[src/rtl/shifter_pipelined_pkg.sv]
// Shared mode encoding for the pipelined barrel shifter and its stages.
package shifter_pkg;

  localparam int SH_MODE_W = 3;

  localparam logic [SH_MODE_W-1:0] SH_LSL = 3'd0;
  localparam logic [SH_MODE_W-1:0] SH_ROL = 3'd1;
  localparam logic [SH_MODE_W-1:0] SH_LSR = 3'd2;
  localparam logic [SH_MODE_W-1:0] SH_ASR = 3'd3;
  localparam logic [SH_MODE_W-1:0] SH_ROR = 3'd4;

  function automatic logic is_legal_mode(input logic [SH_MODE_W-1:0] mode);
    return (mode <= SH_ROR);
  endfunction

endpackage

[src/rtl/shifter_pipelined_if.sv]
// Operand/result handshake bundle for the pipelined shifter.
interface shifter_pipelined_if
  import shifter_pkg::*;
#(
  parameter int WIDTH = 32,
  parameter int TAG_W = 5
) ();
  localparam int LOG2W = $clog2(WIDTH);

  logic                 in_valid;
  logic                 in_ready;
  logic [WIDTH-1:0]     data_a;
  logic [LOG2W-1:0]     shift_amount;
  logic [SH_MODE_W-1:0] shift_mode;
  logic [TAG_W-1:0]     in_tag;
  logic                 out_valid;
  logic                 out_ready;
  logic [WIDTH-1:0]     result;
  logic [TAG_W-1:0]     out_tag;
  logic                 mode_error;

  modport master (
    output in_valid, data_a, shift_amount, shift_mode, in_tag, out_ready,
    input  in_ready, out_valid, result, out_tag, mode_error
  );

  modport slave (
    input  in_valid, data_a, shift_amount, shift_mode, in_tag, out_ready,
    output in_ready, out_valid, result, out_tag, mode_error
  );
endinterface

[src/rtl/shifter_pipelined_stage.sv]
// One binary stage of the barrel shifter: shifts or rotates by DIST when enabled.
module shifter_stage
  import shifter_pkg::*;
#(
  parameter int WIDTH = 32,
  parameter int DIST  = 1
) (
  input  logic [WIDTH-1:0]     i_data,
  input  logic                 i_enable,
  input  logic [SH_MODE_W-1:0] i_mode,
  output logic [WIDTH-1:0]     o_result
);

  always_comb begin
    o_result = i_data;
    if (i_enable) begin
      case (i_mode)
        SH_LSL:  o_result = i_data << DIST;
        SH_ROL:  o_result = {i_data[WIDTH-DIST-1:0], i_data[WIDTH-1:WIDTH-DIST]};
        SH_LSR:  o_result = i_data >> DIST;
        SH_ASR:  o_result = $unsigned($signed(i_data) >>> DIST);
        SH_ROR:  o_result = {i_data[DIST-1:0], i_data[WIDTH-1:DIST]};
        // Illegal modes pass the operand through untouched.
        default: o_result = i_data;
      endcase
    end
  end

endmodule

[src/rtl/shifter_pipelined.sv]
// Runtime-mode barrel shifter with optional elastic register slots between stages.
module shifter_pipelined
  import shifter_pkg::*;
#(
  parameter int WIDTH    = 32,
  parameter int REG_MASK = 5'b10000,
  parameter int TAG_W    = 5
) (
  input  logic                i_clk,
  input  logic                i_rst,
  shifter_pipelined_if.slave  bus
);

  localparam int LOG2W = $clog2(WIDTH);
  // The final stage is always registered so outputs never depend on inputs.
  localparam int MASK  = REG_MASK | (1 << (LOG2W - 1));

  logic [WIDTH-1:0]     w_data  [0:LOG2W];
  logic [TAG_W-1:0]     w_tag   [0:LOG2W];
  logic                 w_err   [0:LOG2W];
  logic                 w_valid [0:LOG2W];
  logic                 w_ready [0:LOG2W];
  logic [SH_MODE_W-1:0] w_mode  [0:LOG2W-1];
  logic [LOG2W-1:0]     w_amt   [0:LOG2W-1];
  logic [WIDTH-1:0]     w_stage [0:LOG2W-1];

  assign w_data[0]      = bus.data_a;
  assign w_tag[0]       = bus.in_tag;
  assign w_err[0]       = !is_legal_mode(bus.shift_mode);
  assign w_valid[0]     = bus.in_valid;
  assign w_mode[0]      = bus.shift_mode;
  assign w_amt[0]       = bus.shift_amount;
  assign w_ready[LOG2W] = bus.out_ready;

  assign bus.in_ready   = w_ready[0];
  assign bus.out_valid  = w_valid[LOG2W];
  assign bus.result     = w_data[LOG2W];
  assign bus.out_tag    = w_tag[LOG2W];
  assign bus.mode_error = w_err[LOG2W];

  generate
    for (genvar gi = 0; gi < LOG2W; gi++) begin : g_stage
      shifter_stage #(
        .WIDTH (WIDTH),
        .DIST  (1 << gi)
      ) u_stage (
        .i_data   (w_data[gi]),
        .i_enable (w_amt[gi][gi]),
        .i_mode   (w_mode[gi]),
        .o_result (w_stage[gi])
      );

      if (((MASK >> gi) & 1) != 0) begin : g_reg
        logic             r_valid;
        logic [WIDTH-1:0] r_data;
        logic [TAG_W-1:0] r_tag;
        logic             r_err;

        // Slot accepts when empty or when its current entry leaves this cycle.
        assign w_ready[gi] = !r_valid || w_ready[gi+1];

        always_ff @(posedge i_clk or posedge i_rst) begin
          if (i_rst) begin
            r_valid <= 1'b0;
            r_data  <= '0;
            r_tag   <= '0;
            r_err   <= 1'b0;
          end else if (w_ready[gi]) begin
            r_valid <= w_valid[gi];
            if (w_valid[gi]) begin
              r_data <= w_stage[gi];
              r_tag  <= w_tag[gi];
              r_err  <= w_err[gi];
            end
          end
        end

        assign w_valid[gi+1] = r_valid;
        assign w_data[gi+1]  = r_data;
        assign w_tag[gi+1]   = r_tag;
        assign w_err[gi+1]   = r_err;

        if (gi < LOG2W - 1) begin : g_fwd
          logic [SH_MODE_W-1:0] r_mode;
          logic [LOG2W-1:0]     r_amt;

          always_ff @(posedge i_clk or posedge i_rst) begin
            if (i_rst) begin
              r_mode <= '0;
              r_amt  <= '0;
            end else if (w_ready[gi] && w_valid[gi]) begin
              r_mode <= w_mode[gi];
              r_amt  <= w_amt[gi];
            end
          end

          assign w_mode[gi+1] = r_mode;
          assign w_amt[gi+1]  = r_amt;
        end
      end else begin : g_comb
        assign w_ready[gi]   = w_ready[gi+1];
        assign w_valid[gi+1] = w_valid[gi];
        assign w_data[gi+1]  = w_stage[gi];
        assign w_tag[gi+1]   = w_tag[gi];
        assign w_err[gi+1]   = w_err[gi];

        if (gi < LOG2W - 1) begin : g_fwd
          assign w_mode[gi+1] = w_mode[gi];
          assign w_amt[gi+1]  = w_amt[gi];
        end
      end
    end
  endgenerate

endmodule
[src/flat_wrapper.sv]
// flat-port wrapper written by rule: the top's interface ports become plain ports
module shifter_pipelined_flat import shifter_pkg::*;
#(
  parameter int WIDTH    = 32,
  parameter int REG_MASK = 5'b10000,
  parameter int TAG_W    = 5
)
  (i_clk, i_rst, bus_in_valid, bus_data_a, bus_shift_amount, bus_shift_mode, bus_in_tag, bus_out_ready, bus_in_ready, bus_out_valid, bus_result, bus_out_tag, bus_mode_error);
  shifter_pipelined_if #(.WIDTH(WIDTH), .TAG_W(TAG_W)) bus_i ();
  input  logic i_clk;
  input  logic i_rst;
  input wire logic [$bits(bus_i.in_valid)-1:0] bus_in_valid;
  input wire logic [$bits(bus_i.data_a)-1:0] bus_data_a;
  input wire logic [$bits(bus_i.shift_amount)-1:0] bus_shift_amount;
  input wire logic [$bits(bus_i.shift_mode)-1:0] bus_shift_mode;
  input wire logic [$bits(bus_i.in_tag)-1:0] bus_in_tag;
  input wire logic [$bits(bus_i.out_ready)-1:0] bus_out_ready;
  output wire logic [$bits(bus_i.in_ready)-1:0] bus_in_ready;
  output wire logic [$bits(bus_i.out_valid)-1:0] bus_out_valid;
  output wire logic [$bits(bus_i.result)-1:0] bus_result;
  output wire logic [$bits(bus_i.out_tag)-1:0] bus_out_tag;
  output wire logic [$bits(bus_i.mode_error)-1:0] bus_mode_error;
  assign bus_i.in_valid = bus_in_valid;
  assign bus_i.data_a = bus_data_a;
  assign bus_i.shift_amount = bus_shift_amount;
  assign bus_i.shift_mode = bus_shift_mode;
  assign bus_i.in_tag = bus_in_tag;
  assign bus_i.out_ready = bus_out_ready;
  assign bus_in_ready = bus_i.in_ready;
  assign bus_out_valid = bus_i.out_valid;
  assign bus_result = bus_i.result;
  assign bus_out_tag = bus_i.out_tag;
  assign bus_mode_error = bus_i.mode_error;
  shifter_pipelined #(.WIDTH(WIDTH), .REG_MASK(REG_MASK), .TAG_W(TAG_W)) u_core (.i_clk(i_clk), .i_rst(i_rst), .bus(bus_i));
endmodule
[config.mk]
export PLATFORM = sky130hd
export DESIGN_NAME = shifter_pipelined_flat
export DESIGN_NICKNAME = d
export VERILOG_FILES = /design/src/rtl/shifter_pipelined_pkg.sv /design/src/rtl/shifter_pipelined_if.sv /design/src/rtl/shifter_pipelined_stage.sv /design/src/rtl/shifter_pipelined.sv /design/src/flat_wrapper.sv
export SDC_FILE = /design/constraint.sdc
export NUM_CORES = 1
export LEC_CHECK = 0
export CAP_MARGIN = 10
export CORE_MARGIN = 2
export CORE_UTILIZATION = 52
export CTS_CLUSTER_DIAMETER = 150
export DETAILED_ROUTE_END_ITERATION = 8
export PLACE_DENSITY = 0.79
export REMOVE_ABC_BUFFERS = 1
export SLEW_MARGIN = 20
export SYNTH_ARGS = -nofsm -noshare
export SYNTH_HDL_FRONTEND = slang
export SYNTH_SLANG_ARGS = --single-unit
[constraint.sdc]
create_clock -name i_clk -period 1.9 [get_ports i_clk]
set_input_delay 0.285 -clock i_clk [delete_from_list [all_inputs] [get_ports i_clk]]
set_output_delay 0.285 -clock i_clk [all_outputs]
set_load 0.05 [all_outputs]
==> results by group, run 1 <==
Global route
  • First-pass GRT wire length: 75960 microns
  • GR Overflow Total: 6
  • Largest net degree at the start of global routing: 40
  • Overall routing resource usage: 73.95%
  • Number of global-route vias before repair: 13080

Synthesis
  • Count of different cell masters after synthesis: 90
  • Async SR Flop Fraction: 100.0%
  • Sequential area share after synthesis: 14.79%
  • Mapped Cells: 921
  • YS warnings: 0
  • Synth Area in Simple Gates: 22.30%
  • Synth Area in Adders: 0.1707%
  • Post-Synthesis Cell Area: 6598 sq um
  • Synth Area per Inst: 7.163 sq um
  • Compound-Gate Fraction of Synth Area: 46.52%
  • Largest family of logic cells by synthesized area: compound AO/OA/AOI/OAI gates
  • FF+latch count, synth: 39
  • Synth Area in XOR/XNOR: 0%
  • Synth Flop Type: dfrtp_1
  • Mux cell area share after synthesis: 7.908%
  • EDFF count, synth: 0

Clocking
  • Clk sinks: 39
  • CTS max path bufs: 2
  • Hold-fix buffers, CTS: 0
  • H-tree level count: 2
  • CTS Buf Count: 5
  • Clk root buf: clkbuf_16

Run status
  • Run Error: [ERROR GRT-0116] Global routing finished with congestion. Check the congestion regions in the DRC Viewer.
  • Outcome: did not finish
  • Last stage: global routing (5_1_grt)

Floorplanning
  • Initial core utilization: 52.71%
  • Die span in x: 116.6 microns
  • I/O pins: 89
  • Num rows: 41
  • Die Y: 116.6 microns

Place
  • DP HPWL: 27650 microns
  • PortBufs: 88
  • GPL Wtd Cong: 1.140
  • Placed cell area: 9858 sq um
stage by stage:
stage          hold WS [ns]  instances  setup WS [ns]  setup TNS [ns]
4_1_cts              0.4545       1478        -0.6207          -16.51
3_5_place_dp         0.4631       1427         -1.457          -42.17
3_3_place_gp         0.4587       1427         -1.413          -41.03
2_1_floorplan        0.3904        825         -1.547          -38.04
kinds of logic after synthesis:
| logic type | after synthesis |
|---|---|
| AND/OR/NAND/NOR | 300 |
| AO/OA/AOI/OAI | 428 |
| multiplexers | 49 |
| adder cells (fa/ha/maj) | 1 |
| flip-flops | 39 |
| buffers and inverters | 104 |
Yosys cell counts, types with 9 or more instances:
| library cell | instances | area (sq um) |
|---|---|---|
| a211oi_1 | 34 | 255.2 |
| a21oi_1 | 80 | 400.4 |
| a221o_1 | 12 | 120.1 |
| a221oi_1 | 10 | 87.58 |
| a22oi_1 | 9 | 67.56 |
| a31oi_1 | 13 | 81.33 |
| a32oi_1 | 10 | 87.58 |
| buf_2 | 39 | 195.2 |
| buf_4 | 11 | 82.58 |
| buf_6 | 9 | 101.4 |
| clkbuf_1 | 34 | 127.6 |
| dfrtp_1 | 39 | 975.9 |
| mux2_2 | 22 | 247.7 |
| mux2i_1 | 26 | 260.3 |
| nand2_1 | 96 | 360.4 |
| nand2b_1 | 14 | 87.58 |
| nand3_1 | 31 | 155.2 |
| nor2_1 | 69 | 259.0 |
| nor3_1 | 21 | 105.1 |
| nor3b_1 | 9 | 67.56 |
| o211ai_1 | 28 | 210.2 |
| o21a_1 | 10 | 75.07 |
| o21ai_0 | 72 | 360.4 |
| o221ai_1 | 13 | 113.9 |
| o22ai_1 | 13 | 81.33 |
per-layer routing:
layer,global-route usage [%],overflow
met2,88.02,2
met4,65.02,4
met3,61.03,0
met1,77.07,0
met5,37.41,0
what timing repair did:
action | CTS
setup endpoints to repair | 32
resized for setup | 265
buffers inserted | 42
pin swaps | 100
cloned | 6
==> run 2: changes to the inputs <==
--- a/config.mk
+++ b/config.mk
@@ -7,10 +7,9 @@
 export LEC_CHECK = 0
 export CAP_MARGIN = 10
 export CORE_MARGIN = 2
-export CORE_UTILIZATION = 52
-export CTS_CLUSTER_DIAMETER = 150
+export CORE_UTILIZATION = 40
 export DETAILED_ROUTE_END_ITERATION = 8
-export PLACE_DENSITY = 0.79
+export PLACE_DENSITY_LB_ADDON = 0.15
 export REMOVE_ABC_BUFFERS = 1
 export SLEW_MARGIN = 20
 export SYNTH_ARGS = -nofsm -noshare
==> constraint.sdc (replaced) <==
create_clock -name i_clk -period 2.45 [get_ports i_clk]
set_input_delay 0.3675 -clock i_clk [delete_from_list [all_inputs] [get_ports i_clk]]
set_output_delay 0.3675 -clock i_clk [all_outputs]
set_load 0.05 [all_outputs]
==> run 2 against run 1 <==
Compared with the run above: the flow now finishes, with violations (negative setup slack); synthesized area is the same; synthesized cell count stayed put.
==> results by group, run 2 <==
Run status
  • Outcome: complete, but fails checks
  • Failing checks: negative setup slack

Global route
  • Number of global-route vias before repair: 9578
  • GR Overflow Total: 0
  • Initial antenna violation count: 0
  • Overall routing resource usage: 41.58%
  • First-pass GRT wire length: 56810 microns
  • Largest net degree at the start of global routing: 40

Power and ir drop
  • Leak pwr: 0.005066 uW
  • Clk pwr share: 16.5%
  • Combinational share of power: 67.0%
  • Internal power: 2833 uW
  • Net Sw Frac: 44.89%
  • P_sw: 2308 uW
  • Cell area power density: 431.3 nW/um^2
  • Max VDD drop: 0.4397 mV
  • Seq pwr share: 16.6%

Synthesis
  • Most frequent cell after synthesis: nand2_1
  • Synth Area per Inst: 7.163 sq um (unchanged)
  • Post-synth top cells: 96 x nand2_1, 80 x a21oi_1, 72 x o21ai_0
  • Ranking of synthesized cells by area: dfrtp_1 15%, a21oi_1 6.1%, o21ai_0 5.5%
  • EDFF count, synth: 0 (unchanged)
  • FF+latch count, synth: 39 (unchanged)
  • Post-Synthesis Cell Area: 6598 sq um (unchanged)
  • Count of different cell masters after synthesis: 90 (unchanged)
  • Sequential area share after synthesis: 14.79% (unchanged)
  • Post-synth top area share: 14.79% (unchanged)
  • Mapped Cells: 921 (unchanged)
  • YS warnings: 0 (unchanged)
  • Yosys top cell by area: dfrtp_1
  • Async SR Flop Fraction: 100.0% (unchanged)
  • Synth Flop Type: dfrtp_1

Hold path
  • Hold crit path type: flop to flop
  • Worst hold start: u_core.bus.out_tag[4]$_DFFE_PP0P_
  • Hold path cells: 2
  • Hold endpoint: u_core.bus.out_tag[4]$_DFFE_PP0P_

Final layout
  • Commonest non-fill, non-tap cell in the layout: buf_4
  • Share of cells above drive strength 1: 48.43%
  • Layout Cells excl Fill: 1556
  • Fillers: 1290
  • Max reg flops: 32
  • N_diodes: 0
  • Commonest non-fill, non-tap cells in the layout: 367 x buf_4, 92 x nand2_1, 59 x a21oi_1, 57 x nor2_1, 57 x clkdlybuf4s50_1
  • P&R area growth vs syn: 80.68%
  • Final net count: 1388

Clocking
  • CTS Buf Count: 5 (unchanged)
  • Clock latency on the worst-skew pair: 0.28 ns
  • CTS max path bufs: 2 (unchanged)
  • Hold-fix buffers, CTS: 0 (unchanged)
  • CTS tree: built
  • Clock slew at reported path FFs: 0.06 ns
  • Clk sinks: 39 (unchanged)
  • Clk root buf: clkbuf_16
  • H-tree level count: 2 (unchanged)

Floorplanning
  • Num rows: 46 (+12%)
  • Die Y: 132.4 microns (+14%)
  • Core area: 16000 sq um
  • Initial core utilization: 41.23% (-11 points)
  • I/O pins: 89 (unchanged)
  • DIE AREA: 17540 sq um
  • Die span in x: 132.4 microns (+14%)

Routing
  • DR WL/cell: 25.09 microns
  • DR DRC count: 0
  • Antenna viol nets, final: 0
  • DRT iter0 DRCs: 1437
  • Via density per instance: 6.605
  • Routed WL: 39050 microns
  • 1st-pass router iterations: 6
  • Via count: 10280

Setup path
  • Worst-case reg-to-reg path depth: 6
  • CP Capture Type: flop
  • Flop-to-flop setup slack: 0.54 ns
  • Crit path DAT: 2.76 ns
  • CP max stage cell: or3b_4
  • RR Endpoint: u_core.bus.result[29]$_DFFE_PP0P_
  • WS Path Type: input port to flop
  • Crit-path max FO: 5
  • CP Cell Sequence: buf_12 -> buf_6 -> buf_6 -> or3b_4 -> buf_8 -> a21oi_4 -> buf_6 -> buf_6 -> a211oi_2 -> a2bb2oi_2 -> buf_4 -> nor2_1 -> or3_1 -> o211ai_1
  • Crit-path max cell delay: 0.40 ns
  • Critical Path Most Common Cell: buf_6
  • Crit start category: input port
  • Req. time, crit path: 2.65 ns
  • Worst reg2reg startpoint: u_core.bus.out_valid$_DFFE_PP0N_

STA
  • Hold Vio Cnt, Final: 0
  • Final Critical Period: 2.556 ns
  • Highest Clock Rate: 0.3912 GHz
  • PnR worst setup slack: -0.1061 ns
  • Slew Limit Fails: 0
  • Post-Route Skew: 0.005873 ns
  • Worst-margin pin slew: 0.8084 ns
  • Final period utilization: 104.3%
  • Hold slack: 0.4740 ns
  • Max-slew headroom: 45.54%
  • Final setup violation count: 19
  • RSZ-0062 raised after global routing: yes

Place
  • Placed insts: 1490 (+4.4%)
  • DP HPWL: 28890 microns (+4.5%)
  • PortBufs: 88 (unchanged)
  • GPL Wtd Cong: 1.020 (-10%)

Job
  • Max Cap Violations: 0
==> run 2: cell counts after synthesis <==
Identical to the previous run, type by type.
==> run 2: per-layer routing <==
| metal | vias up | wire length, microns | global-route usage, % |
|---|---|---|---|
| li1 | 4461 | - | - |
| met1 | 4842 | 15200 | 56.52 |
| met2 | 798 | 16570 | 62.29 |
| met3 | 177 | 5197 | 12.18 |
| met4 | 0 | 2076 | 15.47 |
| met5 | - | 0 | 0 |
==> run 2: area by class of cell <==
type	instances	area, sq um	share of cell area [%]
timing repair buffer	506	4368	36.64
multi-input combinational	779	6083	51.03
sequential	39	975.9	8.187
clock inverter	2	60.06	0.5038
tap	216	270.3	2.267
clock buffer	6	128.9	1.081
inverter	8	33.78	0.2834
==> run 2: worst max-delay path: cells and delay by family <==
family	cells	cell delay, ns
buffers and inverters	7	0.96
AND/OR/NAND/NOR	3	0.74
AO/OA/AOI/OAI	4	0.69
==> run 2: power by group through the flow <==
stage / registers [uW] / logic [uW] / clock network (uW)
final: 853 / 3440 / 846
after global routing: 867 / 3570 / 879
after CTS: 849 / 3130 / 855
after detailed placement: 858 / 2890 / 0
after global placement: 860 / 2890 / 0
after floorplan: 1310 / 958 / 0
==> run 2: worst max-delay path by stage <==
stage	startpoint	to	slack, ns
after CTS	bus_shift_mode[1]	u_core.bus.result[26]$_DFFE_PP0P_	-0.03
after floorplan	u_core.bus.out_valid$_DFFE_PP0N_	u_core.bus.result[9]$_DFFE_PP0P_	-1.0
after global placement	bus_shift_mode[0]	u_core.bus.result[23]$_DFFE_PP0P_	-1.05
final	bus_shift_mode[1]	u_core.bus.result[5]$_DFFE_PP0P_	-0.11
after global routing	bus_shift_mode[0]	u_core.bus.result[28]$_DFFE_PP0P_	-0.16
after detailed placement	bus_shift_mode[0]	u_core.bus.result[23]$_DFFE_PP0P_	-1.13
==> run 2: logic make-up after synthesis <==
group                      share of synthesized area [%]
buffers and inverters                              8.307
muxes                                              7.908
and+or+nand+nor                                    22.30
DFF                                                14.79
adders and majority gates                         0.1707
AOI/OAI and AO/OA                                  46.52
==> run 2: what timing repair did <==
action,CTS,global route
cloned,1,2
endpoints found under the setup margin,32,32
setup buffers,40,21
pin swaps,70,81
gates resized for setup,188,138
==> run 2: per-stage QoR <==
stage	area [sq um]	total power (uW)	worst slack (ns)	util (%)	TNS, ns
after floorplan	6080	2265	-0.9969	-	-22.04
after global placement	10000	3746	-1.052	62.52	-26.82
after detailed placement	10000	3752	-1.127	62.52	-28.28
after CTS	11140	4836	-0.03422	69.62	-0.04441
after global routing	11920	5316	-0.1562	74.50	-2.367
final	11920	5141	-0.1061	74.50	-1.079
No activity file was read; power rests on OpenSTA's default activity.
==> run 3: changes to the inputs <==
--- a/config.mk
+++ b/config.mk
@@ -11,6 +11,8 @@
 export DETAILED_ROUTE_END_ITERATION = 8
 export PLACE_DENSITY_LB_ADDON = 0.15
 export REMOVE_ABC_BUFFERS = 1
+export SETUP_SLACK_MARGIN = 0.02
+export SKIP_LAST_GASP = 1
 export SLEW_MARGIN = 20
 export SYNTH_ARGS = -nofsm -noshare
 export SYNTH_HDL_FRONTEND = slang
==> run 3 against run 2 <==
Compared with the run above: the run still ends with negative setup slack left; hold slack got worse by 0.0011 ns; first-iteration DRC count grew 1.3%; global-route usage about the same; power rose by 0.36%; clock power rose by 0.7%; die area is the same; via count increased by 0.94%; non-clock buffer count shrank 6; sequential power about the same; wire length grew 0.45%; register-to-register slack barely moved; clock skew about the same.
==> results by group, run 3 (synthesized netlist as in run 2, its figures left out) <==
Final layout
  • Layout Cells excl Fill: 1550 (-0.39%)
  • Commonest non-fill, non-tap cells in the layout: 363 x buf_4, 91 x nand2_1, 58 x a21oi_1, 57 x nor2_1, 57 x clkdlybuf4s50_1
  • Max reg flops: 32 (unchanged)
  • Fin area: 11920 sq um (unchanged)
  • Fillers: 1263 (-2.1%)
  • N_diodes: 0 (unchanged)
  • Final net count: 1382 (-0.43%)
  • Commonest non-fill, non-tap cell in the layout: buf_4
  • P&R area growth vs syn: 80.68% (unchanged)
  • Share of cells above drive strength 1: 48.20% (-0.23 points)

Place
  • Placed cell area: 10000 sq um (unchanged)
  • GPL Wtd Cong: 1.020 (unchanged)
  • Setup WS pre-CTS: -1.127 ns (unchanged)
  • Placed insts: 1490 (unchanged)
  • DP HPWL: 28890 microns (unchanged)
  • PortBufs: 88 (unchanged)

STA
  • Total Neg Setup Slack: -0.7655 ns (+0.3130 ns)
  • Post-Route Skew: 0.005680 ns (-0.0001929 ns)
  • Worst-margin pin slew: 0.5427 ns (-0.2656 ns)
  • Highest Clock Rate: 0.3877 GHz (-0.89%)
  • Final setup violation count: 18 (-1)
  • RSZ-0062 raised after global routing: yes
  • Final period utilization: 105.3% (+0.94 points)
  • Final Critical Period: 2.579 ns (+0.02300 ns)
  • Max-slew headroom: 63.82% (+18 points)
  • PnR worst setup slack: -0.1291 ns (-0.02300 ns)
  • Slew Limit Fails: 0 (unchanged)
  • Hold Vio Cnt, Final: 0 (unchanged)

Clocking
  • CTS Buf Count: 5 (unchanged)
  • H-tree level count: 2 (unchanged)
  • Clk sinks: 39 (unchanged)
  • Hold-fix buffers, CTS: 0 (unchanged)
  • CTS max path bufs: 2 (unchanged)
  • Clock latency on the worst-skew pair: 0.29 ns (about the same)
  • Clock slew at reported path FFs: 0.06 ns (about the same)
  • CTS tree: built
  • Clk root buf: clkbuf_16

Power and ir drop
  • Leak pwr: 0.005011 uW (-1.1%)
  • Cell area power density: 432.9 nW/um^2 (+0.36%)
  • Max VDD drop: 0.4446 mV (+1.1%)

Global route
  • Overall routing resource usage: 41.60% (about the same)
  • Number of global-route vias before repair: 9555 (-0.24%)
  • First-pass GRT wire length: 56920 microns (+0.18%)
  • GR Overflow Total: 0 (unchanged)
  • Initial antenna violation count: 0 (unchanged)
  • Largest net degree at the start of global routing: 40 (unchanged)

Floorplanning
  • Initial core utilization: 41.23% (unchanged)
  • Core area: 16000 sq um (unchanged)
  • Die Y: 132.4 microns (unchanged)
  • I/O pins: 89 (unchanged)
  • Die span in x: 132.4 microns (unchanged)
  • DIE AREA: 17540 sq um (unchanged)
  • Num rows: 46 (unchanged)

Routing
  • Antenna viol nets, final: 0 (unchanged)
  • DRT iter0 DRCs: 1456 (+1.3%)
  • Via count: 10380 (+0.94%)
  • Routed WL: 39220 microns (+0.45%)
  • DR DRC count: 0 (unchanged)
  • 1st-pass router iterations: 5 (-1)
  • Via density per instance: 6.694 (+1.3%)
  • DR WL/cell: 25.30 microns (+0.84%)

Job
  • Max Cap Violations: 0 (unchanged)

Setup path
  • Crit path DAT: 2.78 ns (+0.02 ns)
  • CP Cell Sequence: buf_12 -> buf_6 -> buf_6 -> or3b_4 -> buf_8 -> a21oi_4 -> buf_6 -> nand3_2 -> o211ai_1 -> o21ai_2 -> o211ai_1 -> nand3_1 -> a21oi_2
  • CP max stage cell: or3b_4
  • Req. time, crit path: 2.65 ns (about the same)
  • Crit-path max FO: 5 (unchanged)
  • Crit-path leading delay family: compound AO/OA/AOI/OAI gates
  • WS Path Type: input port to flop
  • Crit-path max cell delay: 0.39 ns (about the same)
  • CP Capture Type: flop
  • Crit start category: input port
  • Crit path buf inv count: 5 (-2)
  • Critical Path Most Common Cell: buf_6

Run status
  • Outcome: complete, but fails checks
  • Failing checks: negative setup slack

Hold path
  • Hold crit path type: flop to flop
run 3: cell count changes in the layout (fill, tap and decap cells not counted), sizes merged:
cell / delta
buf: -4
clkdlybuf4s15: +1
clkbuf: -3
dlygate4sd2: +2
dlymetal6s2s: -2
run 3: area by class of cell:
| type | count | area [sq um] | share of cell area, % |
|---|---|---|---|
| Clock buffer | 6 | 128.9 | 1.081 |
| Tap cell | 216 | 270.3 | 2.267 |
| Clock inverter | 2 | 60.06 | 0.5038 |
| Inverter | 8 | 33.78 | 0.2834 |
| Sequential cell | 39 | 975.9 | 8.187 |
| Multi-Input combinational cell | 779 | 6161 | 51.68 |
| Timing Repair Buffer | 500 | 4290 | 35.99 |
run 3: power breakdown:
part           switching (uW)  internal (uW)  total, uW
clock network             268            584        852
logic                    1980           1470       3460
registers                77.8            773        851
run 3: worst paths after layout:
path	startpoint	to	slack, ns	cells after the start
worst max-delay path	bus_shift_mode[1]	u_core.bus.result[30]$_DFFE_PP0P_	-0.13	13
max in group asynchronous	i_rst	u_core.bus.result[30]$_DFFE_PP0P_	1.57	3
worst min-delay path	u_core.bus.out_tag[4]$_DFFE_PP0P_	u_core.bus.out_tag[4]$_DFFE_PP0P_	0.47	2
min in group asynchronous	i_rst	u_core.bus.mode_error$_DFFE_PP0P_	0.51	3
worst min register to register	u_core.bus.out_tag[4]$_DFFE_PP0P_	u_core.bus.out_tag[4]$_DFFE_PP0P_	0.47	2
worst max register to register	u_core.bus.out_valid$_DFFE_PP0N_	u_core.bus.result[16]$_DFFE_PP0P_	0.54	7
run 3: timing repair:
item / 4_1_cts / 5_1_grt
pin swaps: 69 / 77
resized for setup: 194 / 138
buffers inserted: 40 / 16
setup endpoints to repair: 32 / 32
cloned: 2 / 0
run 3: routing by layer:
layer	vias up	part of all wire [%]	GRT usage [%]
li1	4452	-	-
met1	4907	40	56.12
met2	836	42	62.84
met3	180	13	12.64
met4	0	5.2	14.76
met5	-	0	0
run 3: stage by stage:
stage	hold WS, ns	total power [uW]	utilization, %
after floorplan	0.4729	2265	-
after global placement	0.4576	3746	62.52
after detailed placement	0.4614	3752	62.52
after CTS	0.4758	4847	69.92
after global routing	0.5053	5319	74.50
final	0.4729	5160	74.50
run 3: worst min-delay path: stages (launching register included):
cell	delay (ns)
dfrtp_1	0.34
nand2_1	0.05
nand2_1	0.05
==> run 4: changes to the inputs <==
--- a/config.mk
+++ b/config.mk
@@ -8,6 +8,7 @@
 export CAP_MARGIN = 10
 export CORE_MARGIN = 2
 export CORE_UTILIZATION = 40
+export CTS_BUF_LIST = sky130_fd_sc_hd__clkbuf_4 sky130_fd_sc_hd__clkbuf_8 sky130_fd_sc_hd__clkbuf_16
 export DETAILED_ROUTE_END_ITERATION = 8
 export PLACE_DENSITY_LB_ADDON = 0.15
 export REMOVE_ABC_BUFFERS = 1
==> constraint.sdc (replaced) <==
create_clock -name i_clk -period 2.75 [get_ports i_clk]
set_input_delay 0.4125 -clock i_clk [delete_from_list [all_inputs] [get_ports i_clk]]
set_output_delay 0.4125 -clock i_clk [all_outputs]
set_load 0.05 [all_outputs]
==> run 4 against run 3 <==
Compared with the run above: the flow still finishes with violations (negative setup slack); wire length is 6.8% lower; combinational power fell by 19%; sequential share of layout area rose by 0.92 points; core utilization is 7.5 points lower; count of clock-buffer cells in the layout unchanged; worst setup slack improved by 0.11 ns; sequential power shrank 11%; clock power is 20% lower; largest power group unchanged.
==> results by group, run 4 (synthesized netlist as in run 2, its figures left out) <==
Setup path
  • Worst-case reg-to-reg path depth: 8 (+1)
  • Critical Path Most Common Cell: buf_6
  • Crit-path max cell delay: 0.40 ns (about the same)
  • WS Path Type: input port to flop
  • CP max stage cell: or3b_4
  • Worst reg2reg startpoint: u_core.bus.out_valid$_DFFE_PP0N_
  • RR Endpoint: u_core.bus.result[9]$_DFFE_PP0P_
  • Worst setup path start: bus_shift_mode[1]
  • Req. time, crit path: 2.92 ns (+0.27 ns)
  • Crit path DAT: 2.94 ns (+0.16 ns)
  • CP Cell Sequence: buf_12 -> buf_6 -> buf_8 -> or3b_4 -> buf_6 -> o31a_1 -> a32oi_2 -> a311o_1 -> a221o_1 -> a21oi_1 -> a311oi_1
  • CP Capture Type: flop
  • Crit-path max FO: 8 (+3)
  • Crit start category: input port
  • Flop-to-flop setup slack: 0.81 ns (+0.27 ns)
  • Crit path to: u_core.bus.result[26]$_DFFE_PP0P_

Hold path
  • Worst hold start: u_core.bus.out_tag[3]$_DFFE_PP0P_
  • Hold crit path type: flop to flop

Place
  • DP HPWL: 28830 microns (-0.23%)
  • Placed insts: 1464 (-1.7%)
  • GPL Wtd Cong: 1.094 (+7.3%)
  • Setup WS pre-CTS: -0.7441 ns (+0.3824 ns)
  • PortBufs: 88 (unchanged)

Routing
  • DRT iter0 DRCs: 1438 (-1.2%)
  • DR DRC count: 0 (unchanged)
  • 1st-pass router iterations: 6 (+1)
  • DR WL/cell: 24.36 microns (-3.7%)
  • Via density per instance: 6.546 (-2.2%)
  • Antenna viol nets, final: 0 (unchanged)
  • Routed WL: 36570 microns (-6.8%)
  • Via count: 9825 (-5.3%)

Clocking
  • Clk root buf: clkbuf_16
  • CTS tree: built
  • Clock latency on the worst-skew pair: 0.28 ns (about the same)
  • Clock slew at reported path FFs: 0.06 ns (about the same)
  • H-tree level count: 2 (unchanged)
  • CTS max path bufs: 2 (unchanged)
  • Clk sinks: 39 (unchanged)
  • CTS Buf Count: 5 (unchanged)
  • Hold-fix buffers, CTS: 0 (unchanged)

Power and ir drop
  • Max VDD drop: 0.4352 mV (-2.1%)
  • Cell area power density: 395.0 nW/um^2 (-8.7%)
  • Net Sw Frac: 45.42% (+0.29 points)
  • Leak pwr: 0.004566 uW (-8.9%)
  • Seq pwr share: 18.0% (+1.5 points)
  • P_sw: 1924 uW (-17%)
  • Clk pwr share: 16.1% (-0.4 points)
  • Combinational share of power: 65.9% (-1.1 points)
  • Internal power: 2311 uW (-18%)

Global route
  • Number of global-route vias before repair: 9361 (-2.0%)
  • First-pass GRT wire length: 55520 microns (-2.5%)
  • Largest net degree at the start of global routing: 40 (unchanged)
  • Initial antenna violation count: 0 (unchanged)
  • GR Overflow Total: 0 (unchanged)
  • Overall routing resource usage: 40.47% (-1.1 points)

STA
  • Final period utilization: 100.6%
  • Total Neg Setup Slack: -0.01545 ns (+0.7501 ns)
  • Final setup violation count: 1 (-17)
  • PnR worst setup slack: -0.01545 ns (+0.1136 ns)
  • RSZ-0062 raised after global routing: yes
  • Max-slew headroom: 57.37% (-6.4 points)
  • Hold Vio Cnt, Final: 0 (unchanged)
  • Final Critical Period: 2.765 ns
  • Slew Limit Fails: 0 (unchanged)
  • Post-Route Skew: 0.004045 ns (-0.001635 ns)
  • Hold slack: 0.4730 ns (+0.00007600 ns)
  • Worst-margin pin slew: 0.6312 ns (+0.08845 ns)
  • Highest Clock Rate: 0.3616 GHz

Final layout
  • P&R area growth vs syn: 62.49%
  • N_diodes: 0 (unchanged)
  • Final net count: 1333 (-3.5%)
  • Commonest non-fill, non-tap cells in the layout: 344 x buf_4, 95 x nand2_1, 75 x a21oi_1, 75 x clkdlybuf4s50_1, 67 x o21ai_0
  • Share of cells above drive strength 1: 38.21% (-10 points)
  • Commonest non-fill, non-tap cell in the layout: buf_4
  • Layout Cells excl Fill: 1501 (-3.2%)
  • Fillers: 1443 (+14%)
  • Max reg flops: 32 (unchanged)
  • Util after Layout: 67.00% (-7.5 points)

Floorplanning
  • Die span in x: 132.4 microns (unchanged)
  • Die Y: 132.4 microns (unchanged)
  • Num rows: 46 (unchanged)
  • Core area: 16000 sq um (unchanged)
  • DIE AREA: 17540 sq um (unchanged)
  • Initial core utilization: 41.23% (unchanged)
  • I/O pins: 89 (unchanged)

Run status
  • Outcome: complete, but fails checks
  • Failing checks: negative setup slack

Job
  • Max Cap Violations: 0 (unchanged)
[run 4: cell types whose count changed in the layout (fill, tap and decap cells not counted), moves of 8 or more]
| cell | delta |
|---|---|
| a21oi_2 | -14 |
| nor3_1 | +8 |
| dlygate4sd2_1 | -13 |
| o21ai_2 | -8 |
| clkdlybuf4s50_1 | +18 |
| buf_4 | -19 |
| o21ai_0 | +20 |
| buf_6 | -24 |
| a211oi_1 | +10 |
| a211oi_2 | -8 |
| a21oi_1 | +17 |
| o21ai_1 | -11 |
[run 4: cell type report]
cell class,instances,area [sq um],share of cell area [%]
clock inverter,2,35.03,0.3268
clock buffer,6,138.9,1.296
timing repair buffer,452,3791,35.36
sequential,39,975.9,9.104
inverter,8,33.78,0.3151
tap,216,270.3,2.521
multi-input combinational,778,5475,51.07
[run 4: power groups by stage]
| stage | clock network [uW] | logic (uW) | registers, uW |
|---|---|---|---|
| after CTS | 692 | 2640 | 759 |
| after global routing | 727 | 2910 | 771 |
| after floorplan | 0 | 853 | 1170 |
| after detailed placement | 0 | 2560 | 766 |
| after global placement | 0 | 2550 | 764 |
| final | 683 | 2790 | 760 |
[run 4: worst min path at each step]
stage	slack, ns	cells past startpoint	end
final	0.47	2	u_core.bus.out_tag[3]$_DFFE_PP0P_
after global routing	0.50	2	u_core.bus.out_tag[3]$_DFFE_PP0P_
after CTS	0.48	2	u_core.bus.out_tag[0]$_DFFE_PP0P_
after detailed placement	0.46	2	u_core.bus.out_tag[0]$_DFFE_PP0P_
after global placement	0.46	2	u_core.bus.out_tag[4]$_DFFE_PP0P_
after floorplan	0.52	2	u_core.bus.out_tag[0]$_DFFE_PP0P_
[run 4: critical path, delay by kind of cell]
kind	cells	cell delay, ns
buffers and inverters	4	0.50
AOI/OAI and AO/OA	6	1.62
and+or+nand+nor	1	0.40
[run 4: repair_timing]
action	CTS	global route
gates resized for setup	47	67
pin swaps	17	22
endpoints found under the setup margin	32	32
setup buffers	9	20
[run 4: per-stage QoR]
step,power [uW],cell area [sq um]
after detailed placement,3325,9823
after floorplan,2018,6080
after global routing,4409,10720
after CTS,4087,10280
final,4235,10720
after global placement,3312,9823
[run 4: per-layer routing]
| metal | share of wire (%) | global-route usage (%) | vias to the layer above |
|---|---|---|---|
| li1 | - | - | 4342 |
| met4 | 4.4 | 14.22 | 0 |
| met2 | 43 | 61.11 | 702 |
| met3 | 12 | 10.46 | 140 |
| met5 | 0 | 0 | - |
| met1 | 41 | 55.80 | 4641 |
